===== src/rtl/obstacle_collision_checker_pkg.sv =====
// Shared game constants and types: state encoding, screen size, cursor and HP defaults.
package obstacle_collision_checker_pkg;

    localparam int PIX_W             = 12;
    localparam int HP_W              = 7;
    localparam int SCREEN_W          = 1024;
    localparam int SCREEN_H          = 768;
    localparam int DEF_CURSOR_W      = 12;
    localparam int DEF_CURSOR_H      = 20;
    localparam int DEF_MAX_HP        = 100;
    localparam int DEF_DAMAGE        = 10;
    localparam int DEF_INVULN_FRAMES = 60;

    typedef enum logic [1:0] {
        ST_IDLE   = 2'd0,
        ST_ACTIVE = 2'd1,
        ST_INVULN = 2'd2,
        ST_DEAD   = 2'd3
    } game_state_t;

    // Saturating HP subtraction: a hit never wraps below zero.
    function automatic logic [HP_W-1:0] hp_after_hit(input logic [HP_W-1:0] hp,
                                                     input logic [HP_W-1:0] dmg);
        return (hp <= dmg) ? '0 : hp - dmg;
    endfunction

endpackage


===== src/rtl/obstacle_collision_checker_cursor_box_match.sv =====
// Registered pixel-in-box test: one cycle after a pixel arrives, match_q says whether it
// fell inside the box anchored at (box_x, box_y). Coordinate (0,0) means "no pixel".
module cursor_box_match
    import obstacle_collision_checker_pkg::*;
#(
    parameter int BOX_W = DEF_CURSOR_W,
    parameter int BOX_H = DEF_CURSOR_H
) (
    input  logic             clk,
    input  logic             rst_n,
    input  logic [PIX_W-1:0] px,
    input  logic [PIX_W-1:0] py,
    input  logic [PIX_W-1:0] box_x,
    input  logic [PIX_W-1:0] box_y,
    output logic             match_q
);

    // Far edges carry one extra bit so a box near 4095 does not wrap to small values.
    localparam logic [PIX_W:0] W_M1 = (PIX_W+1)'(BOX_W - 1);
    localparam logic [PIX_W:0] H_M1 = (PIX_W+1)'(BOX_H - 1);

    logic [PIX_W:0] x_hi;
    logic [PIX_W:0] y_hi;
    logic           match_d;

    // Inclusive box compare on all four edges.
    always_comb begin
        x_hi    = {1'b0, box_x} + W_M1;
        y_hi    = {1'b0, box_y} + H_M1;
        match_d = ((px != '0) || (py != '0)) &&
                  (px >= box_x) && ({1'b0, px} <= x_hi) &&
                  (py >= box_y) && ({1'b0, py} <= y_hi);
    end

    // One-cycle result register.
    always_ff @(posedge clk) begin
        if (!rst_n) match_q <= 1'b0;
        else        match_q <= match_d;
    end

endmodule


===== config.mk =====
export PLATFORM = sky130hd
export DESIGN_NAME = cursor_box_match
export DESIGN_NICKNAME = d
export VERILOG_FILES = /design/src/rtl/obstacle_collision_checker_pkg.sv /design/src/rtl/obstacle_collision_checker_cursor_box_match.sv
export SDC_FILE = /design/constraint.sdc
export NUM_CORES = 1
export LEC_CHECK = 0
export BUFFER_PORTS_ARGS = -buffer_cell sky130_fd_sc_hd__buf_4
export CAP_MARGIN = 20
export CORE_MARGIN = 2
export CORE_UTILIZATION = 25
export CTS_BUF_LIST = sky130_fd_sc_hd__clkbuf_4 sky130_fd_sc_hd__clkbuf_8
export DETAILED_ROUTE_END_ITERATION = 10
export SYNTH_ARGS = -nofsm -noshare
export SYNTH_HDL_FRONTEND = slang
export SYNTH_SLANG_ARGS = --single-unit

===== constraint.sdc =====
create_clock -name clk -period 2.63 [get_ports clk]
set_clock_uncertainty 0.05 [all_clocks]
set_input_delay 0.263 -clock clk [delete_from_list [all_inputs] [get_ports clk]]
set_output_delay 0.263 -clock clk [all_outputs]
set_load 0.1 [all_outputs]

---- After elaboration in Yosys (flattened, before gate mapping) ----
Index checks and enable logic that the tools add are counted.
cells by class
  add/subtract/negate cells ............... 2
  $mul .................................... 0
  div/mod/pow operators ................... 0
  $lt $le $gt $ge ......................... 4
  eq/ne operators ......................... 0
  shift-type cells ........................ 0
  multiplexer cells ....................... 0
  bitwise operators ....................... 0
  reductions and logical operators ........ 7
operator list
  cell                     number
  $le A12 B13 Y1           2
  $ge A12 B12 Y1           2
  $reduce_bool A12 Y1      2
  $add A12 B4 Y13 const B  1
  $add A12 B5 Y13 const B  1
  $logic_and A1 B1 Y1      4
  $logic_or A1 B1 Y1       1
word-level totals
  register bits ........................... 1
  latch bits .............................. 0
  memory bits (writable) .................. 0
  memory bits (read-only) ................. 0
  output and inout port bits .............. 1
  memories kept ........................... 0

---- Longest topological paths before layout ----
  depth in word-level cells ............... 6
  gate-level depth with buffers ........... 13
  mapped depth without buffers ............ 13

---- Worst setup path after synthesis ----
OpenSTA, ideal clock, no wires.
  path kind ............................... input-to-reg
  start ................................... in box_y[0]
  end ..................................... reg match_q
  setup time .............................. 73 ps
  data arrival time ....................... 2366 ps
  setup slack ............................. 141 ps
  stages .................................. 13
  path buffers ............................ 0
  path through ............................ inv_1 > ha_1 > nor3_1 > o211a_1 > nand2_1 > xnor2_1 > ha_1 > and3_1 > nand3_1 > a21oi_1 > a2111oi_0 > nor3_1 > nor3b_2
on the way
  word-level cells in the longest chain between the ends .. 3
  elaborated cells between the ends (all ways) .. 5
  those cells by class .................... add/sub (1); order compare (2); reduce/logical (2)
ends and longest elaborated chain
  element                                                       line                                                                                                  text
  start: declaration                                            obstacle_collision_checker_cursor_box_match.sv:14                                                     input logic [PIX_W-1:0] box_y,
  $add A12 B5 Y13 / $ge A12 B12 Y1 (equally long branches)      obstacle_collision_checker_cursor_box_match.sv:29, obstacle_collision_checker_cursor_box_match.sv:32
  $le A12 B13 Y1 / $logic_and A1 B1 Y1 (equally long branches)  obstacle_collision_checker_cursor_box_match.sv:32, obstacle_collision_checker_cursor_box_match.sv:31
  $logic_and A1 B1 Y1 *                                         obstacle_collision_checker_cursor_box_match.sv:32                                                     (py >= box_y) && ({1'b0, py} <= y_hi);
  end signal: assignment                                        obstacle_collision_checker_cursor_box_match.sv:38                                                     else match_q <= match_d;
  end: declaration                                              obstacle_collision_checker_cursor_box_match.sv:15                                                     output logic match_q
Mark *: on every way between the ends. The rest lies on a longest branch, timed or not.
A chain may end at the register's enable or synchronous reset.

---- Worst setup path in the final report ----
  start ................................... in box_x[0]
  end ..................................... reg match_q
on the way
  word-level cells in the longest chain between the ends .. 5
  elaborated cells between the ends (all ways) .. 7
  those cells by class .................... add/sub (1); order compare (2); reduce/logical (4)
ends and longest elaborated chain
  element                                                       line                                                                                                  text
  start: declaration                                            obstacle_collision_checker_cursor_box_match.sv:13                                                     input logic [PIX_W-1:0] box_x,
  $add A12 B4 Y13 / $ge A12 B12 Y1 (equally long branches)      obstacle_collision_checker_cursor_box_match.sv:28, obstacle_collision_checker_cursor_box_match.sv:31
  $le A12 B13 Y1 / $logic_and A1 B1 Y1 (equally long branches)  obstacle_collision_checker_cursor_box_match.sv:31, obstacle_collision_checker_cursor_box_match.sv:30
  $logic_and A1 B1 Y1 * (2 in a row)                            obstacle_collision_checker_cursor_box_match.sv:31                                                     (px >= box_x) && ({1'b0, px} <= x_hi) &&
  $logic_and A1 B1 Y1 *                                         obstacle_collision_checker_cursor_box_match.sv:32
Marks and branches as above.

==> metrics.md <==
| Metric | Value |
|---|---|
| Antenna violations before repair | 0 |
| Outcome | finished, final reports clean |
| Commonest cells after routing, fill and taps aside | sky130_fd_sc_hd__buf_4 (62), sky130_fd_sc_hd__ha_1 (47), sky130_fd_sc_hd__inv_1 (25), sky130_fd_sc_hd__xnor2_1 (16), sky130_fd_sc_hd__a21o_1 (11) |
| Leakage dissipation | around 0.0012 uW |
| Commonest non-fill, non-tap cell in the layout | sky130_fd_sc_hd__buf_4 |
| Slack of the critical path | approximately 0.06 ns |
| Count of TritonRoute iterations in the first routing pass | 4 |
| Grt total ovfl | 0 |
| Via count of the first global-routing pass | 1759 |
| Worst hold path cell count | 5 |
| Data required time at the worst endpoint | between 2 and 3 ns |
| Nets | 370 |
| Final Total Pwr | a little under 400 uW |
| Main combinational cell family by area after synthesis | adder cells |
| Top Registers | match_q (1) |
| Syn Inst Count | slightly above 200 |
| Minimum period implied by the final worst setup slack | around 2.6 ns |
| Initial cell density of the core | 0.259 |
| Clock transition at the registers of the reported paths | 0 ns |
| Iteration-0 DRC count of the detailed router | 50 |
| Final hold violation count | 0 |
| Worst max-slew margin expressed relative to the limit | 0.689 |
| Die Span Y | between 80 and 90 um |
| Synth area leaders | sky130_fd_sc_hd__ha_1 (41%), sky130_fd_sc_hd__xnor2_1 (9.7%), sky130_fd_sc_hd__inv_1 (6.6%), sky130_fd_sc_hd__a21o_1 (5.4%), sky130_fd_sc_hd__a21oi_1 (3.9%) |
| Setup CP Type | in -> reg |
| Pwr Density | 175 nW/um^2 |
| Core area | 5920 um^2 |
| Number of routed nets with antenna violations | 0 |
| Sort of element at the end of the critical path | flip-flop |
| Dominant cell type by area after synthesis | sky130_fd_sc_hd__ha_1 |
| Post-synth top area share | 0.407 |
| XOR/XNOR share of the synthesized area | 0.108 |
| Post-Syn Area | ~1500 um^2 |
| Share of synthesized area spent on multiplexers | 0 |
| Crit path DAT | 2.44 ns |
| Largest net degree at the start of global routing | 6 |
| Chip width | 82.4 um |
| HPWL after detailed placement | between 3 and 4 mm |
| Number of warnings issued by yosys | 0 |
| Finish-stage setup viols | 0 |
| Period utilisation layout | 0.977 |
| # rows | 28 |
| GRT Overall Usage | 0.132 |
| Compound-Gate Fraction of Synth Area | 0.205 |
| Area of the die | between 6000 and 7000 um^2 |
| Number of diodes | 0 |
| Adder-Cell Fraction of Synth Area | 0.407 |
| Pins Over Slew Limit | 0 |
| FMAX | roughly 0.39 GHz |
| Crit start category | primary input |
| Routability congestion estimate | between 0.8 and 0.9 |
| Flip-flop and latch count after synthesis | 1 |
| Routed wire length | ~4.5 mm |
| Register area share after synthesis | 0.0130 |
| Ys async rst share | 0 |
| Most instantiated flip-flop cell in the synthesis netlist | sky130_fd_sc_hd__dfxtp_1 |
| First-pass GRT wire length | about 7.3 mm |
| Critical path fanouts, max | 3 |
| Layout cells sized above 1 | 0.306 |
| Max FFs per register | 1 |
| Via count | 1721 |
| Pre-CTS WS | -0.190 ns |
| Count of different cell masters after synthesis | 30 |
| Synth Net Count | 303 |
| Post-CTS Hold Buffers | 0 |
| Number of enable-type register cells in the synthesized netlist | 0 |
| Maximum resistive drop on vdd | between 0.07 and 0.08 mV |
| Post-synthesis average cell area | approximately 7.6 um^2 |
| Area grow syn2layout | 45.6% |
| Tightest Hold Check Type | in -> reg |
| Top-level I/O count | 51 |
| Vias/cell | approximately 5 |
| Detailed-route wire length per cell | roughly 13 um |
| Worst-margin pin slew | 0.462 ns |
| Detailed-route DRC error count | 0 |
| Simple-gate portion of the synthesized area | 0.200 |
| Max capacitance violation total | 0 |
| IO buf count | 50 |
| Largest reg by FF count | match_q |
| Unrepaired setup endpoints after global routing | yes |
[final cells by class]
type	instances	area (um^2)
timing repair buffer	65	503
sequential	1	20.0
fill	617	3690
multi-input combinational	175	1510
tap	75	93.8
inverter	27	106
[Yosys cell counts (2+ instances only)]
master                     number
sky130_fd_sc_hd__nor4_1         6
sky130_fd_sc_hd__xor2_1         2
sky130_fd_sc_hd__nand4_1        8
sky130_fd_sc_hd__a21oi_1       12
sky130_fd_sc_hd__xnor2_1       17
sky130_fd_sc_hd__nor3_1         6
sky130_fd_sc_hd__and4_1         2
sky130_fd_sc_hd__inv_1         27
sky130_fd_sc_hd__a21o_1        11
sky130_fd_sc_hd__nand2_1       11
sky130_fd_sc_hd__nor2b_1        2
sky130_fd_sc_hd__nand3_1        9
sky130_fd_sc_hd__o21ai_0       12
sky130_fd_sc_hd__and3_1         2
sky130_fd_sc_hd__a21boi_0       2
sky130_fd_sc_hd__a211oi_1       3
sky130_fd_sc_hd__o21a_1         2
sky130_fd_sc_hd__nor2_1         8
sky130_fd_sc_hd__ha_1          50
[where the power goes]
part	switching, uW	leakage (uW)	internal, uW	total [uW]
clock network	0	0	0	0
registers	0.135	0.00000810	16.1	16.3
logic	182	0.00116	193	375
total	182	0.00117	209	391
[metal layers]
metal | track usage | part of all wire | vias up
met1 | 0.163 | 0.44 | 789
li1 | - | - | 880
met3 | 0.0130 | 0.052 | 4
met2 | 0.248 | 0.50 | 48
met4 | 0.0200 | 0.0086 | 0
met5 | 0 | 0 | -
[repair_timing]
item / in CTS / in global routing
resized for setup: 11 / 20
pin swaps: 5 / 13
endpoints found under the setup margin: 1 / 1
setup buffers: 1 / 1
[path summary, 6_finish.rpt]
kind,from,endpoint,slack (ns)
hold / removal,rst_n,match_q,0.68
setup / recovery,box_x[0],match_q,0.06
[critical path, stage by stage]
cell and delay, ns:
sky130_fd_sc_hd__buf_8 0.08, sky130_fd_sc_hd__inv_4 0.03, sky130_fd_sc_hd__ha_4 0.16, sky130_fd_sc_hd__nor2b_4 0.11, sky130_fd_sc_hd__o21a_1 0.19, sky130_fd_sc_hd__buf_6 0.13, sky130_fd_sc_hd__nand2_4 0.04, sky130_fd_sc_hd__xnor2_2 0.13
sky130_fd_sc_hd__ha_1 0.31, sky130_fd_sc_hd__nand2_1 0.07, sky130_fd_sc_hd__nor3_2 0.22, sky130_fd_sc_hd__a32oi_1 0.10, sky130_fd_sc_hd__a21o_1 0.19, sky130_fd_sc_hd__a221o_1 0.26, sky130_fd_sc_hd__nor3b_2 0.16
[cell families (layout without fill, tap and decap cells)]
logic type,after synthesis,after routing
buf+inv,27,92
simple gates,57,57
fa+ha+maj,50,50
flops,1,1
compound gates,49,49
xor+xnor,19,19
[through the flow]
stage | hold WS (ns) | std cells | cell area, um^2 | utilization | TNS [ns]
final | 0.685 | 343 | 2230 | 0.377 | 0
after global routing | 0.718 | 343 | 2230 | 0.377 | -0.0956
after CTS | 0.692 | 342 | 2140 | 0.362 | 0
after detailed placement | 0.692 | 341 | 2100 | 0.355 | -0.190
after global placement | 0.679 | 341 | 2100 | 0.355 | -0.0885
after floorplan | 0.539 | 203 | 1540 | - | 0
Power figures use the tool's default switching activity.
